File: src/rtl/dcache_wbuf_pkg.sv
// Shared types for the data-cache posted-write buffer: FSM encoding and the
// buffered entry layout.
package dcache_wbuf_pkg;

  localparam int DEPTH_DEF = 4;

  typedef enum logic [2:0] {
    IDLE,
    WREQ,
    WRITE,
    RREQ,
    READ
  } state_e;

  typedef struct packed {
    logic [29:0] waddr;
    logic [31:0] data;
  } entry_t;

endpackage

File: src/rtl/dcache_wbuf_fifo.sv
// Write-buffer storage: circular FIFO with registered occupancy and a
// newest-match address lookup used for read forwarding.
module dcache_wbuf_fifo
  import dcache_wbuf_pkg::*;
#(
  parameter int DEPTH = DEPTH_DEF,
  parameter int PTR_W = $clog2(DEPTH)
) (
  input  logic             clk,
  input  logic             Nrst,
  input  logic             push_i,
  input  logic             pop_i,
  input  entry_t           push_entry_i,
  output entry_t           head_o,
  output logic [PTR_W:0]   count_o,
  output logic             full_o,
  output logic             empty_o,
  input  logic [29:0]      lk_waddr_i,
  output logic             hit_o,
  output logic [31:0]      hit_data_o
);

  logic [PTR_W-1:0] wr_ptr_q;
  logic [PTR_W-1:0] rd_ptr_q;
  logic [PTR_W:0]   count_q;
  entry_t           mem_q [DEPTH];

  // Caller only pushes when not full and only pops when not empty.
  always_ff @(posedge clk or negedge Nrst) begin
    if (!Nrst) begin
      wr_ptr_q <= '0;
      rd_ptr_q <= '0;
      count_q  <= '0;
    end else begin
      if (push_i) wr_ptr_q <= wr_ptr_q + 1'b1;
      if (pop_i)  rd_ptr_q <= rd_ptr_q + 1'b1;
      case ({push_i, pop_i})
        2'b10:   count_q <= count_q + 1'b1;
        2'b01:   count_q <= count_q - 1'b1;
        default: count_q <= count_q;
      endcase
    end
  end

  always_ff @(posedge clk) begin
    if (push_i) mem_q[wr_ptr_q] <= push_entry_i;
  end

  assign head_o  = mem_q[rd_ptr_q];
  assign count_o = count_q;
  assign full_o  = (count_q == (PTR_W+1)'(DEPTH));
  assign empty_o = (count_q == '0);

  // Scan oldest to newest so the last match (the newest write) wins.
  always_comb begin
    hit_o      = 1'b0;
    hit_data_o = '0;
    for (int i = 0; i < DEPTH; i++) begin
      if (((PTR_W+1)'(i) < count_q) &&
          (mem_q[rd_ptr_q + PTR_W'(i)].waddr == lk_waddr_i)) begin
        hit_o      = 1'b1;
        hit_data_o = mem_q[rd_ptr_q + PTR_W'(i)].data;
      end
    end
  end

endmodule

File: src/rtl/dcache_wbuf.sv
// Posted-write buffer between the data cache and the shared system bus.
// Bus outputs are zero unless this master owns the bus, so they can be OR-combined.
module dcache_wbuf
  import dcache_wbuf_pkg::*;
#(
  parameter int DEPTH = DEPTH_DEF,
  parameter int PTR_W = $clog2(DEPTH)
) (
  input  logic        clk,
  input  logic        Nrst,
  input  logic [31:0] addr,
  input  logic        rd_req,
  input  logic        wr_req,
  input  logic [31:0] wr_data,
  output logic [31:0] rd_data,
  output logic        rw_wait,
  output logic        bus_req,
  input  logic        bus_ack,
  output logic [31:0] bus_addr,
  output logic [31:0] bus_wdata,
  output logic        bus_rd,
  output logic        bus_wr,
  input  logic [31:0] bus_rdata,
  input  logic        bus_ready
);

  state_e         state_q, state_d;
  entry_t         head;
  entry_t         new_entry;
  logic [PTR_W:0] count;
  logic           full, empty, hit;
  logic [31:0]    hit_data;
  logic           push, pop, rd_miss;
  logic           unused_addr_lsb;

  assign unused_addr_lsb = ^addr[1:0];

  assign new_entry = '{waddr: addr[31:2], data: wr_data};
  assign push      = wr_req & ~full;
  assign rd_miss   = rd_req & ~wr_req & ~hit;

  dcache_wbuf_fifo #(
    .DEPTH (DEPTH),
    .PTR_W (PTR_W)
  ) u_fifo (
    .clk          (clk),
    .Nrst         (Nrst),
    .push_i       (push),
    .pop_i        (pop),
    .push_entry_i (new_entry),
    .head_o       (head),
    .count_o      (count),
    .full_o       (full),
    .empty_o      (empty),
    .lk_waddr_i   (addr[31:2]),
    .hit_o        (hit),
    .hit_data_o   (hit_data)
  );

  always_ff @(posedge clk or negedge Nrst) begin
    if (!Nrst) state_q <= IDLE;
    else       state_q <= state_d;
  end

  // The grant cycle in WREQ/RREQ is already a strobe cycle; returning to
  // IDLE after every transfer guarantees a bus_req gap between transfers.
  always_comb begin
    state_d   = state_q;
    bus_req   = 1'b0;
    bus_rd    = 1'b0;
    bus_wr    = 1'b0;
    bus_addr  = '0;
    bus_wdata = '0;
    pop       = 1'b0;
    case (state_q)
      IDLE: begin
        if (rd_miss)     state_d = RREQ;
        else if (!empty) state_d = WREQ;
      end
      WREQ, WRITE: begin
        bus_req = 1'b1;
        if (state_q == WRITE || bus_ack) begin
          bus_wr    = 1'b1;
          bus_addr  = {head.waddr, 2'b00};
          bus_wdata = head.data;
          if (bus_ready) begin
            pop     = 1'b1;
            state_d = IDLE;
          end else begin
            state_d = WRITE;
          end
        end
      end
      RREQ, READ: begin
        bus_req = 1'b1;
        if (state_q == READ || bus_ack) begin
          bus_rd   = 1'b1;
          bus_addr = {addr[31:2], 2'b00};
          state_d  = bus_ready ? IDLE : READ;
        end
      end
      default: state_d = IDLE;
    endcase
  end

  // Write wins over a simultaneous read; a full check uses the registered count.
  always_comb begin
    rw_wait = 1'b0;
    rd_data = '0;
    if (wr_req) begin
      rw_wait = full;
    end else if (rd_req) begin
      if (hit)                    rd_data = hit_data;
      else if (bus_rd && bus_ready) rd_data = bus_rdata;
      else                        rw_wait = 1'b1;
    end
  end

endmodule

File: config.mk
export PLATFORM = sky130hd
export DESIGN_NAME = dcache_wbuf
export DESIGN_NICKNAME = d
export VERILOG_FILES = /design/src/rtl/dcache_wbuf_pkg.sv /design/src/rtl/dcache_wbuf_fifo.sv /design/src/rtl/dcache_wbuf.sv
export SDC_FILE = /design/constraint.sdc
export NUM_CORES = 1
export LEC_CHECK = 0
export CAP_MARGIN = 20
export CORE_MARGIN = 2
export CORE_UTILIZATION = 45
export DETAILED_ROUTE_END_ITERATION = 8
export HOLD_SLACK_MARGIN = 0.1
export PLACE_DENSITY_LB_ADDON = 0.05
export SYNTH_ARGS = -nofsm -noshare
export SYNTH_HDL_FRONTEND = slang
export SYNTH_SLANG_ARGS = --single-unit
export TNS_END_PERCENT = 50
File: constraint.sdc
create_clock -name clk -period 9.3 [get_ports clk]
set_input_delay 0.93 -clock clk [delete_from_list [all_inputs] [get_ports clk]]
set_output_delay 0.93 -clock clk [all_outputs]
set_load 0.01 [all_outputs]
==> results of run 1 <==
flip-flops by register name, indices dropped and copies added, names as in the netlist:
register and flops:
u_fifo.count_o 3, u_fifo.rd_ptr_q 2, state_q 3, u_fifo.wr_ptr_q 2
u_fifo.mem_q 248
cells by family after synthesis:
| group | share of synthesized area, % |
|---|---|
| AO/OA/AOI/OAI | 12.8 |
| other | 0.0211 |
| AND/OR/NAND/NOR | 7.90 |
| XOR/XNOR | 5.56 |
| multiplexers | 24.5 |
| buffers and inverters | 5.32 |
| adder cells (fa/ha/maj) | 0.633 |
| flip-flops | 43.3 |
how the worst min path moves through the flow:
stage	start	end	slack, ps	depth (start not counted)
final	u_fifo.count_o[1]$_DFFE_PN0P_	u_fifo.count_o[1]$_DFFE_PN0P_	570	2
after global routing	u_fifo.count_o[0]$_DFFE_PN0P_	u_fifo.count_o[0]$_DFFE_PN0P_	630	1
after CTS	u_fifo.count_o[1]$_DFFE_PN0P_	u_fifo.count_o[1]$_DFFE_PN0P_	580	2
after detailed placement	u_fifo.count_o[1]$_DFFE_PN0P_	u_fifo.count_o[1]$_DFFE_PN0P_	560	2
after global placement	u_fifo.count_o[1]$_DFFE_PN0P_	u_fifo.count_o[1]$_DFFE_PN0P_	560	2
after floorplan	u_fifo.count_o[1]$_DFFE_PN0P_	u_fifo.count_o[1]$_DFFE_PN0P_	510	2
through the flow:
step	std cells	power, mW
final	2201	6.39
after global routing	2201	6.71
after CTS	2200	6.38
after detailed placement	2146	5.25
after global placement	2146	5.23
after floorplan	1548	4.07
critical path, delay by kind of cell, from the launching register on:
| family | cells | cell delay (ps) |
|---|---|---|
| AOI/OAI and AO/OA | 3 | 670 |
| buffers and inverters | 4 | 1890 |
| DFF | 1 | 910 |
| muxes | 1 | 600 |
| and+or+nand+nor | 5 | 1710 |
power by group:
group	total, mW	switching [mW]	internal [mW]
logic	3.53	1.99	1.54
clock network	1.11	0.479	0.635
registers	1.74	0.203	1.54
synth_stat cells, drive strengths merged (24+ instances only):
cell type / count
a211oi: 40
inv: 50
o211ai: 34
buf: 85
a21oi: 57
nor2: 55
edfxtp: 248
o22ai: 78
nand2: 72
xnor2: 93
mux2i: 287
clkbuf: 57
a22o: 24
mux2: 83
mux4: 24
nand4: 44
nand2b: 34
final cells by class:
type                            count  area (um^2)  share of cell area [%]
Clock buffer                       40          808                    3.88
Clock inverter                     14          110                   0.528
Inverter                           51          194                   0.930
Multi-Input combinational cell   1097         9170                    44.0
Sequential cell                   258         7700                    37.0
Tap cell                          518          648                    3.11
Timing Repair Buffer              223         2210                    10.6
per-layer routing:
| metal | GRT usage (%) | up-vias |
|---|---|---|
| met2 | 40.3 | 566 |
| met3 | 4.00 | 79 |
| met1 | 38.9 | 6843 |
| met5 | 0 | - |
| li1 | - | 6185 |
| met4 | 7.06 | 2 |
==> run_results.csv, run 1 <==
group,metric,value,unit
sta,hold_ws,575,ps
power,power.static_leakage,7.67,nW
sta,setup_viol,0,
die,start_util,45.8,%
grt,grt_max_degree,90,
layout,fin_util,53.7,%
route,ant_nets,0,
place,gp_congestion,0.922,
critical_path,crit_start,"u_fifo.rd_ptr_q[1]$_DFFE_PN0P_",
layout,final_area,20900,um^2
critical_path,timing.rr.end,"state_q[1]$_DFFE_PN0P_",
sta,hold_viol,0,
layout,antenna_cells,0,
critical_path,cp-end-kind,"primary output",
route,met1_length,25000,um
synthesis,synthFlopType,"edfxtp_1",
synthesis,seq_area_frac_synth,43.3,%
route,drc,0,
layout,final_common_cell,"mux2i_1",
synthesis,synthCells,1547,
sta,fin_crit,7390,ps
clocking,cts_buffers,30,
route,via_per_inst,6.21,
route,wl,55300,um
synthesis,async_flop_share,3.88,%
layout,fillCellCount,3381,
synthesis,yosys-top-cells-area,"edfxtp_1, mux2i_1, mux2_2, xnor2_1, mux4_2",
sta,fin_setup_tns,0,ps
power,ir_worst_vdd,0.000175,V
critical_path,rr_worst_depth,11,
die,die_h,203,um
layout,layout-drive-gt1-share,13.3,%
synthesis,synthesis.area,17800,um^2
critical_path,crit_top_cell,"buf_4",
clocking,clock-root-buffer,"clkbuf_16",
clocking,htree_levels,1,
route,drtIter0Drc,1140,
sta,worst_pin_slew,1090,ps
status,outcome,"finished, final reports clean",
synthesis,yosysUniqueCellTypes,64,
critical_path,r2r_slack,4870,ps
critical_path,max_stage_delay,1200,ps
sta,setup_ws,1910,ps
synthesis,synth_seq_cells,258,
route,dr_wl_met2,24800,um
clocking,clock_latency,580,ps
job,max-cap-violations,0,
layout,areaGrowthSynthToFinish,17.2,%
clocking,cts.clk_slew.worst_paths,60,ps
sta,post-route-period-util,79.5,%
route,highest_layer,"met5",
synthesis,synth.avg_cell_area,11.5,um^2
clocking,cts_resized,0,
route,vias,13700,
route,wl_per_cell,25.1,um
sta,skew,7.43,ps
layout,final_cell_mix,"mux2i_1, edfxtp_1, clkdlybuf4s50_1",
synthesis,synth_edf_count,248,
clocking,hold_buffers,0,
clocking,cts_tree,"yes",
die,num_io_pins,202,
place,pre_cts_slack,2630,ps
critical_path,critPathKind,"reg2out",
critical_path,path_max_fanout,68,
grt,grt.total_usage,26.3,%
die,fp.coreArea,38800,um^2
sta,relSlewSlack,27.7,%
grt,antenna_found_initial,1,
synthesis,yosysTopAreaCell,"edfxtp_1",
critical_path,cp_slowest_cell,"or4_2",
route,wl_met3,4370,um
sta,rsz0062_at_grt,"false",
clocking,cts_buffer_depth,3,
clocking,clock_sinks,258,
critical_path,startpoint_type,"register",
layout,finalNetCount,1772,
power,p_per_area,306,nW/um^2
critical_path,crit_path_cell_trace,"buf_12 -> mux2i_1 -> o2bb2ai_1 -> nor4_1 -> a2bb2oi_1 -> nor3_1 -> nand3_2 -> buf_4 -> nand2_1 -> or4_2 -> buf_4 -> o22ai_2 -> clkdlybuf4s50_1",
clocking,cts_setup_buffers,0,
route,first_pass_iters,5,
place,portBuffers,197,
synthesis,synth.top_cell.area_share,41.9,%
worst_hold_path,hold_path_class,"reg2reg",
grt,grt_overflow,0,
grt,grt_pass1_vias,13500,
synthesis,yosys_warnings,0,
die,die_area,41100,um^2
die,rows,72,
critical_path,worstReg2RegStart,"u_fifo.rd_ptr_q[1]$_DFFE_PN0P_",
grt,grt_pass1_wl,83500,um
critical_path,cp_data_required_time,8370,ps
sta,slew_violations,0,
place,hpwlAfterDp,35300,um
critical_path,critPathArrivalTime,6460,ps
critical_path,endpoint,"rd_data[23]",
sta,fmax,135,MHz
die,die_x,203,um
place,dpl_cell_area,19900,um^2
No activity file was read; power rests on OpenSTA's default activity.
==> run 2, diff against run 1 <==
- clock period: 9.3 -> 7.39 ns (I/O delays scaled with it)
==> run_results.csv, run 2 (same netlist as run 1, synthesis figures left out) <==
group,metric,value,unit
clocking,clock_sinks,258,
critical_path,critPathArrivalTime,5830,ps
sta,relSlewSlack,26.2,%
layout,fin_cells,2213,
die,die_h,203,um
critical_path,cp_data_required_time,6650,ps
worst_hold_path,hold_path_class,"in2async",
clocking,cts_setup_buffers,0,
sta,fin_crit,6570,ps
critical_path,cp-end-kind,"primary output",
route,drtIter0Drc,1287,
clocking,cts_buffer_depth,3,
grt,grt.total_usage,26.5,%
die,die_x,203,um
die,num_io_pins,202,
route,wl,55400,um
clocking,hold_buffers,0,
grt,grt_pass1_wl,83700,um
grt,antenna_found_initial,4,
status,outcome,"finished, final reports clean",
place,hpwlAfterDp,36200,um
power,ir_worst_vdd,0.000209,V
layout,areaGrowthSynthToFinish,18.1,%
route,drc,0,
sta,setup_viol,0,
critical_path,path_max_fanout,54,
grt,grt_max_degree,67,
clocking,cts_tree,"yes",
sta,post-route-period-util,88.9,%
critical_path,worstReg2RegStart,"u_fifo.rd_ptr_q[1]$_DFFE_PN0P_",
route,via_per_inst,6.17,
clocking,clock_latency,580,ps
sta,slew_violations,0,
place,gp_congestion,0.936,
clocking,htree_levels,1,
critical_path,crit_start,"u_fifo.rd_ptr_q[1]$_DFFE_PN0P_",
grt,grt_pass1_vias,13600,
sta,fin_setup_tns,0,ps
clocking,clock-root-buffer,"clkbuf_16",
layout,finalNetCount,1782,
critical_path,timing.rr.end,"state_q[0]$_DFFE_PN0P_",
route,first_pass_iters,6,
critical_path,r2r_slack,3350,ps
sta,hold_viol,0,
clocking,cts.clk_slew.worst_paths,60,ps
route,ant_nets,0,
sta,worst_pin_slew,1100,ps
power,p_per_area,390,nW/um^2
sta,fmax,152,MHz
layout,largest-register,"u_fifo.mem_q",
critical_path,startpoint_type,"register",
place,portBuffers,197,
layout,final_common_cell,"mux2i_1",
job,max-cap-violations,0,
clocking,cts_buffers,30,
power,power.static_leakage,7.75,nW
die,rows,72,
critical_path,endpoint,"rd_data[30]",
critical_path,rr_worst_depth,10,
sta,skew,7.99,ps
die,die_area,41100,um^2
route,wl_per_cell,25.0,um
layout,final_cell_mix,"mux2i_1, edfxtp_1, clkdlybuf4s50_1",
layout,layout-drive-gt1-share,13.9,%
power,finalPower,8.18,mW
die,start_util,45.8,%
layout,largest_reg_flops,248,
sta,rsz0062_at_grt,"false",
route,vias,13700,
critical_path,critPathKind,"reg2out",
clocking,cts_resized,0,
place,place_inst,2157,
grt,grt_overflow,0,
die,fp.coreArea,38800,um^2
## run 2: critical path, cell delays in order (launching register included)
cell             delay (ps)
dfrtp_4                 940
mux2i_1                 660
o22ai_1                 210
nor4_1                  440
nand2_1                 130
a2111oi_2               590
nand4_1                 240
buf_4                   280
buf_4                   450
mux2i_1                 280
o22ai_1                  90
o22ai_1                 230
clkdlybuf4s50_1         600
## run 2: stage by stage
stage | util [%] | instance area, um^2 | hold slack [ps] | setup WS (ps)
finish | 54.1 | 21000 | 491 | 820
detailed placement | 51.5 | 20000 | 569 | 1480
global route | 54.1 | 21000 | 515 | 595
global placement | 51.5 | 20000 | 555 | 1450
floorplan | - | 17800 | 443 | 3720
CTS | 54.1 | 21000 | 488 | 880
## run 2: area by class of cell
cell class                 instances  area, um^2
fill                            3383       17800
multi-input combinational       1097        9170
sequential                       258        7700
timing repair buffer             233        2270
clock buffer                      32         758
tap                              518         648
clock inverter                    23         256
inverter                          51         194
antenna                            1        2.50
## run 2: worst min path at each step
stage | to | cells past startpoint
2_1_floorplan | state_q[0]$_DFFE_PN0P_ | 0
6_report | state_q[2]$_DFFE_PN0P_ | 1
4_1_cts | state_q[1]$_DFFE_PN0P_ | 1
3_5_place_dp | u_fifo.count_o[1]$_DFFE_PN0P_ | 2
3_3_place_gp | u_fifo.count_o[1]$_DFFE_PN0P_ | 2
5_1_grt | state_q[2]$_DFFE_PN0P_ | 1
## run 2: layer usage
layer | vias to the layer above | track usage, % | wire length (um)
met1 | 6812 | 38.2 | 25000
met3 | 92 | 4.06 | 4110
met4 | 6 | 6.96 | 1250
li1 | 6213 | - | -
met2 | 533 | 41.6 | 25000
met5 | - | 0 | 39
## run 2: where the power goes
group | internal (mW) | total, mW | switching [mW]
combinational | 1.95 | 4.44 | 2.49
sequential | 1.94 | 2.21 | 0.272
clock | 0.915 | 1.53 | 0.619
total | 4.80 | 8.18 | 3.38
